===== src/rtl/fetch_prefetch_buffer.sv =====
// ---------------------------------------------------------------------------
// fetch_prefetch_buffer
//
// Instruction fetch front-end that sits directly upstream of decode. It fetches
// 32-bit words sequentially from instruction memory over a req/ack handshake,
// buffers each word together with its PC in a DEPTH-entry FIFO, and presents
// the FIFO head to decode. A redirect flushes the buffer and restarts fetch at
// a new (word-aligned) PC.
//
// Handshakes:
//   memory side : memReq/memAddr are held stable from issue until the cycle
//                 memAck=1; that cycle completes the request and memData is
//                 captured. A request is never withdrawn except by reset.
//   decode side : a transfer happens on every clock edge where
//                 instrValid && instrReady. instrValid, instruction and instrPC
//                 come from registers only; instrReady has no comb path to them.
//
// Parameters:
//   DEPTH     FIFO entries (power of two, >= 2)
//   PC_WIDTH  width of fetch/branch addresses
//   RESET_PC  first fetch address after reset
//
// Ports:
//   clock        in   processor clock, all state on posedge
//   resetN       in   asynchronous, active-low reset
//   memReq       out  fetch request to instruction memory
//   memAddr      out  word address of the outstanding request
//   memAck       in   memory completes the request this cycle
//   memData      in   instruction word, valid with memAck
//   instrValid   out  head entry available to decode
//   instruction  out  head instruction word
//   instrPC      out  PC of head instruction
//   instrReady   in   decode consumes head when instrValid && instrReady
//   redirect     in   branch taken: flush and refetch
//   redirectPC   in   new fetch PC (bits [1:0] ignored)
//   bufferCount  out  number of occupied FIFO entries
//   fetchState   out  current fetch FSM state (0=IDLE, 1=WAIT, 2=DISCARD)
//   stallCycles  out  (FETCH_PERF_COUNTERS_EN only) cycles decode was starved
//   flushCount   out  (FETCH_PERF_COUNTERS_EN only) number of redirect cycles
//
// Optional feature: define FETCH_PERF_COUNTERS_EN to build the saturating
// performance counters and their ports.
// ---------------------------------------------------------------------------
module fetch_prefetch_buffer #(
   parameter int                    DEPTH    = 4,
   parameter int                    PC_WIDTH = 32,
   parameter logic [PC_WIDTH-1:0]   RESET_PC = '0
) (
   input  logic                          clock,
   input  logic                          resetN,
   output logic                          memReq,
   output logic [PC_WIDTH-1:0]           memAddr,
   input  logic                          memAck,
   input  logic [31:0]                   memData,
   output logic                          instrValid,
   output logic [31:0]                   instruction,
   output logic [PC_WIDTH-1:0]           instrPC,
   input  logic                          instrReady,
   input  logic                          redirect,
   input  logic [PC_WIDTH-1:0]           redirectPC,
   output logic [$clog2(DEPTH+1)-1:0]    bufferCount,
   output logic [1:0]                    fetchState
`ifdef FETCH_PERF_COUNTERS_EN
   ,
   output logic [31:0]                   stallCycles,
   output logic [15:0]                   flushCount
`endif
);

   localparam int CW = $clog2(DEPTH + 1);
   localparam int PW = $clog2(DEPTH);
   localparam logic [CW:0] DEPTH_W = (CW + 1)'(DEPTH);

   typedef enum logic [1:0] {
      IDLE    = 2'd0,
      WAIT    = 2'd1,
      DISCARD = 2'd2
   } state_t;

   state_t                state;
   logic [PC_WIDTH-1:0]   fetch_pc;
   logic [PC_WIDTH-1:0]   fifo_pc   [DEPTH];
   logic [31:0]           fifo_word [DEPTH];
   logic [PW-1:0]         wr_ptr;
   logic [PW-1:0]         rd_ptr;

   logic                  pop;
   logic                  push;
   logic [CW:0]           count_after_pop;
   logic [CW:0]           count_next;
   logic                  space_idle;
   logic                  space_wait;
   logic [PC_WIDTH-1:0]   aligned_redirect;
   logic [PC_WIDTH-1:0]   next_pc;

   assign fetchState  = 2'(state);

   // Head of the FIFO is read straight out of the storage registers.
   assign instrValid  = (bufferCount != '0);
   assign instruction = fifo_word[rd_ptr];
   assign instrPC     = fifo_pc[rd_ptr];

   assign pop  = instrValid && instrReady;
   // A word returned while a redirect is active belongs to the old path.
   assign push = (state == WAIT) && memAck && !redirect;

   assign count_after_pop = {1'b0, bufferCount} - {{CW{1'b0}}, pop};
   assign count_next      = count_after_pop + {{CW{1'b0}}, push};

   // A new request reserves a slot at issue time. From IDLE nothing is in
   // flight; on an ack in WAIT the word being pushed now occupies its slot,
   // so the next request needs one more free entry.
   assign space_idle = (count_after_pop < DEPTH_W);
   assign space_wait = ((count_after_pop + (CW + 1)'(1)) < DEPTH_W);

   assign aligned_redirect = redirectPC & ~PC_WIDTH'(3);
   assign next_pc          = fetch_pc + PC_WIDTH'(4);

   // -------------------------------------------------------------------------
   // FIFO storage and occupancy
   // -------------------------------------------------------------------------
   always_ff @(posedge clock or negedge resetN) begin
      if (!resetN) begin
         for (int i = 0; i < DEPTH; i++) begin
            fifo_pc[i]   <= '0;
            fifo_word[i] <= '0;
         end
         wr_ptr      <= '0;
         rd_ptr      <= '0;
         bufferCount <= '0;
      end else if (redirect) begin
         // Flush wins over any simultaneous push or pop.
         wr_ptr      <= '0;
         rd_ptr      <= '0;
         bufferCount <= '0;
      end else begin
         if (push) begin
            fifo_pc[wr_ptr]   <= fetch_pc;
            fifo_word[wr_ptr] <= memData;
            wr_ptr            <= wr_ptr + PW'(1);
         end
         if (pop) begin
            rd_ptr <= rd_ptr + PW'(1);
         end
         bufferCount <= count_next[CW-1:0];
      end
   end

   // -------------------------------------------------------------------------
   // Fetch FSM. fetch_pc is the address of the outstanding request while in
   // WAIT, and the next address to fetch otherwise.
   // -------------------------------------------------------------------------
   always_ff @(posedge clock or negedge resetN) begin
      if (!resetN) begin
         state    <= IDLE;
         fetch_pc <= RESET_PC;
         memReq   <= 1'b0;
         memAddr  <= RESET_PC;
      end else begin
         case (state)
            IDLE: begin
               if (redirect) begin
                  // Buffer is being flushed, so a slot is free: issue the
                  // redirect target straight away.
                  fetch_pc <= aligned_redirect;
                  memAddr  <= aligned_redirect;
                  memReq   <= 1'b1;
                  state    <= WAIT;
               end else if (space_idle) begin
                  memAddr  <= fetch_pc;
                  memReq   <= 1'b1;
                  state    <= WAIT;
               end
            end

            WAIT: begin
               if (memAck) begin
                  if (redirect) begin
                     // Old word is dropped; the completed request frees the
                     // bus, so the redirect target goes out next cycle.
                     fetch_pc <= aligned_redirect;
                     memAddr  <= aligned_redirect;
                     memReq   <= 1'b1;
                     state    <= WAIT;
                  end else begin
                     fetch_pc <= next_pc;
                     if (space_wait) begin
                        memAddr <= next_pc;
                        memReq  <= 1'b1;
                        state   <= WAIT;
                     end else begin
                        memReq  <= 1'b0;
                        state   <= IDLE;
                     end
                  end
               end else if (redirect) begin
                  // The request cannot be withdrawn; keep it on the bus and
                  // throw away whatever comes back.
                  fetch_pc <= aligned_redirect;
                  state    <= DISCARD;
               end
            end

            DISCARD: begin
               if (redirect) begin
                  fetch_pc <= aligned_redirect;
               end
               if (memAck) begin
                  memReq <= 1'b0;
                  state  <= IDLE;
               end
            end

            default: begin
               memReq <= 1'b0;
               state  <= IDLE;
            end
         endcase
      end
   end

   // -------------------------------------------------------------------------
   // Performance counters (saturating)
   // -------------------------------------------------------------------------
`ifdef FETCH_PERF_COUNTERS_EN
   always_ff @(posedge clock or negedge resetN) begin
      if (!resetN) begin
         stallCycles <= '0;
         flushCount  <= '0;
      end else begin
         if (instrReady && !instrValid && (stallCycles != '1)) begin
            stallCycles <= stallCycles + 32'd1;
         end
         if (redirect && (flushCount != '1)) begin
            flushCount <= flushCount + 16'd1;
         end
      end
   end
`else
   // Counters are not built in this configuration.
`endif

endmodule


===== config.mk =====
export PLATFORM = sky130hd
export DESIGN_NAME = fetch_prefetch_buffer
export DESIGN_NICKNAME = d
export VERILOG_FILES = /design/src/rtl/fetch_prefetch_buffer.sv
export SDC_FILE = /design/constraint.sdc
export NUM_CORES = 1
export LEC_CHECK = 0
export ABC_CLOCK_PERIOD_IN_PS = 4400
export CORE_MARGIN = 2
export CORE_UTILIZATION = 60
export CTS_BUF_LIST = sky130_fd_sc_hd__clkbuf_16
export DETAILED_ROUTE_END_ITERATION = 8
export PLACE_DENSITY = 0.8
export SLEW_MARGIN = 5
export SYNTH_ARGS = -nofsm -noshare
export SYNTH_HDL_FRONTEND = slang
export SYNTH_SLANG_ARGS = --single-unit

===== constraint.sdc =====
create_clock -name clock -period 4.4 [get_ports clock]
set_input_delay 0.44 -clock clock [delete_from_list [all_inputs] [get_ports clock]]
set_output_delay 0.44 -clock clock [all_outputs]
set_load 0.01 [all_outputs]

==> impl_metrics.csv <==
group,metric,value,unit
run_status,status,"complete, no violations",
die,initial_utilization,0.607,
placement,place.gp.congestion,0.835,
grt,grt_pass1_vias,10847,
synthesis,synth_common_cells,"330 x dfrtp_1, 248 x mux2_2, 83 x nand2_1",
finish,syn_to_final_growth,18.5,%
cts,cts_resized,0,
cts,cts_buffers,36,
grt,antenna_found_initial,0,
setup_path,critPathLaunchType,"flop",
setup_path,criticalPathCategory,"flop to primary output",
die,io_pins,172,
sta,maxSlewHeadroom,0.245,
cts,cts_sinks,330,
finish,instances_no_fill,1673,
synthesis,synth_area_leader_cell,"dfrtp_1",
finish,multi_input_area,6930,um^2
finish,nFillCells,1799,
setup_path,end_kind,"primary output",
setup_path,crit_fanout,28,
sta,finalCriticalPeriod,3.25,ns
grt,grt_usage,0.264,
finish,final_area,18600,um^2
cts,cts_tree,"built",
die,fp.dieH,166,um
finish,drive_above_1_share,0.294,
synthesis,synth_flop_cell,"dfrtp_1",
routing,drcViolationCount,0,
synthesis,synth_area_leaders,"dfrtp_1 53%, mux2_2 18%, mux4_2 9.2%",
cts,post_cts_buffers,0,
die,die_area,27400,um^2
die,dieWidth,166,um
setup_path,crit_arrival,2.81,ns
job,maxCapViolCount,0,
synthesis,syn-num-nets,1269,
sta,post-route-period-util,0.740,
grt,grt_pass1_wl,58.5,mm
placement,dp_cells,1610,
finish,final_util,0.719,
routing,viasPerCell,6.18,
synthesis,ys_seq_area_frac,0.527,
synthesis,synth_edf_count,0,
synthesis,synth_cell_types,66,
worst_hold_path,hp-class,"input port to asynchronous set/reset pin",
synthesis,netlist.area_leader.share,0.527,
cts,htreeDepth,2,
synthesis,synth.most_common_cell,"dfrtp_1",
die,core-area,25800,um^2
grt,grt-ovfl-total,0,
sta,worst_pin_slew,1.13,ns
placement,placed_area,17600,um^2
sta,rsz0062_at_grt,"false",
routing,wl,35.5,mm
synthesis,synth_seq_cells,330,
cts,holdBufCountCts,0,
finish,insertedDiodeCount,0,
finish,nets,1391,
routing,routedWlPerCell,21.2,um
placement,port_buffers,169,
placement,dp_hpwl,21.8,mm
setup_path,critPathRequiredTime,3.96,ns
cts,clk_latency,0.51,ns
power,powerDensity,668,nW/um^2
sta,drv_slew,0,
cts,cts.clk_slew.worst_paths,0.06,ns
synthesis,synthCells,1191,
cts,cts_max_path_buffers,3,
grt,grt_max_degree,128,
sta,finalSetupViolCount,0,
cts,cts-root-buf,"clkbuf_16",
synthesis,synthArstFlopShare,1.00,
finish,seq_area,8270,um^2
routing,antenna_left,0,
power,vdd_drop_max,531,uV
routing,first_pass_iters,4,
synthesis,postSynthAreaPerCell,13.2,um^2
sta,hold_viol,0,
die,rows,59,
routing,drtIter0Drc,776,
power,p_leak,0.00827,uW
sta,setup_tns,0,ns
sta,fmax,307,MHz
synthesis,netlist_area,15700,um^2
sta,clock_skew,0.0161,ns
routing,num_vias,10335,
synthesis,synth_warnings,0,
[worst max-delay path: stages, from the launching register on]
cell,delay [ns]
dfrtp_4,0.84
buf_4,0.41
mux4_2,0.56
clkdlybuf4s50_1,0.49
[metal layers]
layer	vias up	global-route usage	routed length [um]
met5	-	0	0
met4	0	0.0665	709
met3	56	0.0464	1870
met2	315	0.430	17200
met1	5305	0.375	15700
li1	4659	-	-
[cell usage in the layout (no fill, tap or decap), drive strengths merged, types with 11 or more instances in the layout]
| master | count |
|---|---|
| o21ai | 63 |
| mux4 | 64 |
| nor2 | 34 |
| nand3 | 22 |
| nand4 | 11 |
| nand2 | 83 |
| clkinv | 14 |
| nor3 | 19 |
| clkdlybuf4s50 | 167 |
| clkbuf | 37 |
| mux2i | 25 |
| a21oi | 27 |
| buf | 20 |
| mux2 | 248 |
| inv | 28 |
| o31ai | 11 |
| dfrtp | 330 |
[registers in the layout, indices dropped and copies added, names as in the netlist]
name,flops
memReq,1
wr_ptr,2
fifo_pc,128
fetchState,2
fetch_pc,32
bufferCount,3
memAddr,32
rd_ptr,2
fifo_word,128
[through the flow]
step / total power, uW / hold slack [ns] / worst slack, ns
final: 12400 / 0.0355 / 1.15
after global routing: 13100 / 0.138 / 0.975
after CTS: 12500 / 0.0926 / 1.07
after detailed placement: 9790 / 0.469 / 1.28
after global placement: 9590 / 0.456 / 1.35
after floorplan: 7710 / 0.144 / 1.62
[path summary, 6_finish.rpt]
check	start	slack [ns]	cells past startpoint	to
min	resetN	0.04	1	fifo_word[120]
min reg2reg	fifo_pc[75]	0.48	2	fifo_pc[75]
max	rd_ptr[0]	1.15	3	instruction[22]
max reg2reg	bufferCount[0]	1.33	9	memAddr[21]
min in group clock	redirect	0.43	3	fetch_pc[7]
max in group asynchronous	resetN	3.22	2	fifo_word[115]
[layout make-up]
cell class                 count  area share
multi-input combinational    741       0.373
tap                          335      0.0225
timing repair buffer         187       0.101
clock inverter                26     0.00586
sequential                   330       0.445
inverter                      17     0.00343
clock buffer                  37      0.0498
[kinds of logic after synthesis]
kind of cell / synth area share
muxes: 0.286
and+or+nand+nor: 0.0725
xor gates and xnor gates: 0.00447
DFF: 0.527
buffers and inverters: 0.0336
AOI/OAI and AO/OA: 0.0697
adders and majority gates: 0.00718
[where the power goes]
| group | internal, uW | leakage (uW) | switching, uW |
|---|---|---|---|
| registers | 4140 | 0.00425 | 919 |
| clock network | 1510 | 0.000551 | 1160 |
| logic | 2790 | 0.00347 | 1880 |
| total | 8450 | 0.00827 | 3960 |
Power figures use the tool's default switching activity.
==> edit, RTL diff (same flow settings) <==
Register the output `bufferCount` once more, cleared by the reset; this adds one clock of latency there. The other outputs are not delayed to match.
--- a/src/rtl/fetch_prefetch_buffer.sv
+++ b/src/rtl/fetch_prefetch_buffer.sv
@@ -78,4 +78,6 @@
    } state_t;
 
+   logic [$clog2(DEPTH+1)-1:0] bufferCount_s0;
+
    state_t                state;
    logic [PC_WIDTH-1:0]   fetch_pc;
@@ -97,5 +99,5 @@
 
    // Head of the FIFO is read straight out of the storage registers.
-   assign instrValid  = (bufferCount != '0);
+   assign instrValid  = (bufferCount_s0 != '0);
    assign instruction = fifo_word[rd_ptr];
    assign instrPC     = fifo_pc[rd_ptr];
@@ -105,5 +107,5 @@
    assign push = (state == WAIT) && memAck && !redirect;
 
-   assign count_after_pop = {1'b0, bufferCount} - {{CW{1'b0}}, pop};
+   assign count_after_pop = {1'b0, bufferCount_s0} - {{CW{1'b0}}, pop};
    assign count_next      = count_after_pop + {{CW{1'b0}}, push};
 
@@ -128,10 +130,10 @@
          wr_ptr      <= '0;
          rd_ptr      <= '0;
-         bufferCount <= '0;
+         bufferCount_s0 <= '0;
       end else if (redirect) begin
          // Flush wins over any simultaneous push or pop.
          wr_ptr      <= '0;
          rd_ptr      <= '0;
-         bufferCount <= '0;
+         bufferCount_s0 <= '0;
       end else begin
          if (push) begin
@@ -143,5 +145,5 @@
             rd_ptr <= rd_ptr + PW'(1);
          end
-         bufferCount <= count_next[CW-1:0];
+         bufferCount_s0 <= count_next[CW-1:0];
       end
    end
@@ -241,4 +243,12 @@
 `endif
 
+   always_ff @(posedge clock or negedge resetN) begin
+      if (!resetN) begin
+         bufferCount <= '0;
+      end else begin
+         bufferCount <= bufferCount_s0;
+      end
+   end
+
 endmodule
 
Behaviour: not the same (Yosys sat finds a counterexample within 4 cycles, from zero or initial values and one cycle with resetN low).
==> edit against the original RTL <==
  * Die area is 1.2% higher
  * Synthesized area grew 1.2%
  * First-iteration DRC count down 8.9%
  * Total power is 1.9% higher
  * Sequential cell count is 3 higher
  * Maximum frequency decreased by 1.0%
  * Setup slack lost 0.033 ns
  * Global-route usage is 0.49 points higher
  * Design area increased by 1.2%
  * Routed wire length grew 2.9%
  * Hold slack gained 0.36 ns
  * Sequential share of layout area decreased by 0.13 points
  * Register-to-register slack got worse by 0.07 ns
  * Sequential power grew 1%
  * Largest power group unchanged
  * Highest routed layer unchanged
==> edit: results (changes against the original RTL) <==
stage;metric;value;unit;change
job;max-cap viol count;0;;unchanged
global_routing;initial antenna violation count;1;;was 0
routing;routed vias/inst;6.243;;was 6.178
place;HPWL after detailed placement;22850;µm;was 21830 µm
routing;drt first pass iters;5;;was 4
yosys;Synth top cells by count;dfrtp_1, mux2_2, nand2_1;;unchanged
min_path;worst hold path type;flip-flop to flip-flop;;was input pin to asynchronous set/reset pin
worst_setup_path;CP arrival;2.85;ns;was 2.81 ns
final_layout;Layout fillers;1758;;was 1799
place;I/O Buffers;169;;unchanged
power_and_ir_drop;Pleak;8.413;nW;was 8.271 nW
global_routing;largest net degree at the start of global routing;101;;was 128
global_routing;vias in the first global route;10990;;was 10850
yosys;Post-synth EDFFs;0;;unchanged
cts;CTS buffer count;36;;unchanged
global_routing;total global-route track usage;26.91;%;was 26.42%
cts;Post-CTS Setup Bufs;0;;unchanged
worst_setup_path;largest fanout on the critical path;33;;was 28
yosys;Main synth FF type;dfrtp_1;;unchanged
sta;clock skew;0.01903;ns;was 0.01615 ns
routing;M1 WL;15470;µm;was 15680 µm
routing;met2 WL post-DR;17940;µm;was 17240 µm
status;status;complete, no violations;;unchanged
yosys;warning count from the yosys run;0;;unchanged
power_and_ir_drop;Worst VDD drop;0.4525;mV;was 0.5311 mV
routing;Iter 0 DRT Violations;707;;was 776
sta;max_slew headroom;25.88;%;was 24.47%
yosys;Synth cell types;71;;was 66
routing;met3 routed WL;2385;µm;was 1874 µm
final_layout;fin nets;1398;;was 1391
final_layout;layout cells sized above 1;30.26;%;was 29.45%
yosys;post-synth net total;1273;;was 1269
routing;DR top layer;met4;;unchanged
cts;CTS max path bufs;3;;unchanged
global_routing;first-pass GRT wire length;59790;µm;was 58480 µm
place;pre-CTS setup slack;1.198;ns;was 1.282 ns
cts;clock slew at reported path FFs;0.06;ns;about the same
yosys;top cells by area, synth;dfrtp_1, mux2_2, mux4_2, nand2_1, buf_2;;was dfrtp_1, mux2_2, mux4_2, nand2_1, o21ai_0
place;GPL Wtd Cong;0.8844;;was 0.8354
routing;WL/cell;21.74;µm;was 21.23 µm
yosys;sequential share of the synthesized area;52.51;%;was 52.66%
cts;Hold-fix buffers, CTS;1;;was 0
==> edit: changes by cell type after synthesis, moves of 5 or more <==
| cell | before | now |
|---|---|---|
| nand2_1 | 83 | 73 |
| a21oi_1 | 27 | 37 |
| nand2_2 | 0 | 5 |
| a221o_1 | 9 | 4 |
| inv_1 | 17 | 23 |
| clkbuf_1 | 48 | 34 |
| mux2_1 | 0 | 17 |
| o21ai_0 | 60 | 46 |
| nand3_1 | 22 | 15 |
| buf_2 | 42 | 53 |
==> edit: logic make-up (layout without fill, tap and decap cells) <==
kind of cell    Yosys count  count (layout)  synth area share, %
fa+ha+maj                 9               9               0.7096
xor+xnor                 11              11               0.6071
other cells               0               1                    0
simple gates            211             211                7.025
mux                     351             351                29.27
buf+inv                 124             274                3.524
flops                   333             333                52.51
compound gates          156             156                6.355
==> edit: final timing paths <==
check	cells past startpoint	to	slack, ns	startpoint
worst max-delay path	3	instrPC[27]	1.11	rd_ptr[0]$_DFFE_PN0P_
worst min-delay path	0	bufferCount[1]$_DFF_PN0_	0.40	bufferCount_s0[1]$_DFF_PN0_
worst max register to register	9	memAddr[20]$_DFFE_PN0P_	1.26	bufferCount_s0[0]$_DFF_PN0_
worst min register to register	0	bufferCount[1]$_DFF_PN0_	0.40	bufferCount_s0[1]$_DFF_PN0_
max in group asynchronous	3	fifo_pc[68]$_DFFE_PN0P_	2.72	resetN
min in group asynchronous	2	fifo_word[100]$_DFFE_PN0P_	0.53	resetN
==> edit: worst max-delay path: stages (launching register included) <==
cell,delay (ns)
dfrtp_4,0.89
buf_4,0.37
mux4_2,0.57
clkdlybuf4s50_1,0.50
==> edit: through the flow <==
step | area, µm² | power, mW | cells | hold WS [ns]
final | 18810 | 12.65 | 1681 | 0.3974
after global routing | 18810 | 13.36 | 1681 | 0.4134
after CTS | 18810 | 12.75 | 1680 | 0.4004
after detailed placement | 17720 | 9.903 | 1616 | 0.3892
after global placement | 17720 | 9.715 | 1616 | 0.3873
after floorplan | 15870 | 7.782 | 1195 | 0.1444
==> edit: power breakdown <==
part / total [mW] / internal, mW / switching, mW / leakage, nW
logic: 4.74 / 2.83 / 1.91 / 3.57
clock network: 2.79 / 1.58 / 1.21 / 0.559
registers: 5.12 / 4.17 / 0.951 / 4.28
total: 12.6 / 8.58 / 4.07 / 8.41
==> edit: final cells by class <==
type / count / share of cell area [%]
multi-input cells: 738 / 37.28
clock buffers: 37 / 4.923
inverters: 23 / 0.4590
clock inverters: 26 / 0.7983
well taps: 335 / 2.229
diodes: 1 / 0.01330
flip-flops and latches: 333 / 44.33
repair buffers: 188 / 9.965
==> edit: layer usage <==
metal	vias to the layer above	track usage, %
li1	4673	-
met1	5408	37.29
met2	361	44.68
met3	53	4.824
met4	0	6.822
met5	-	0
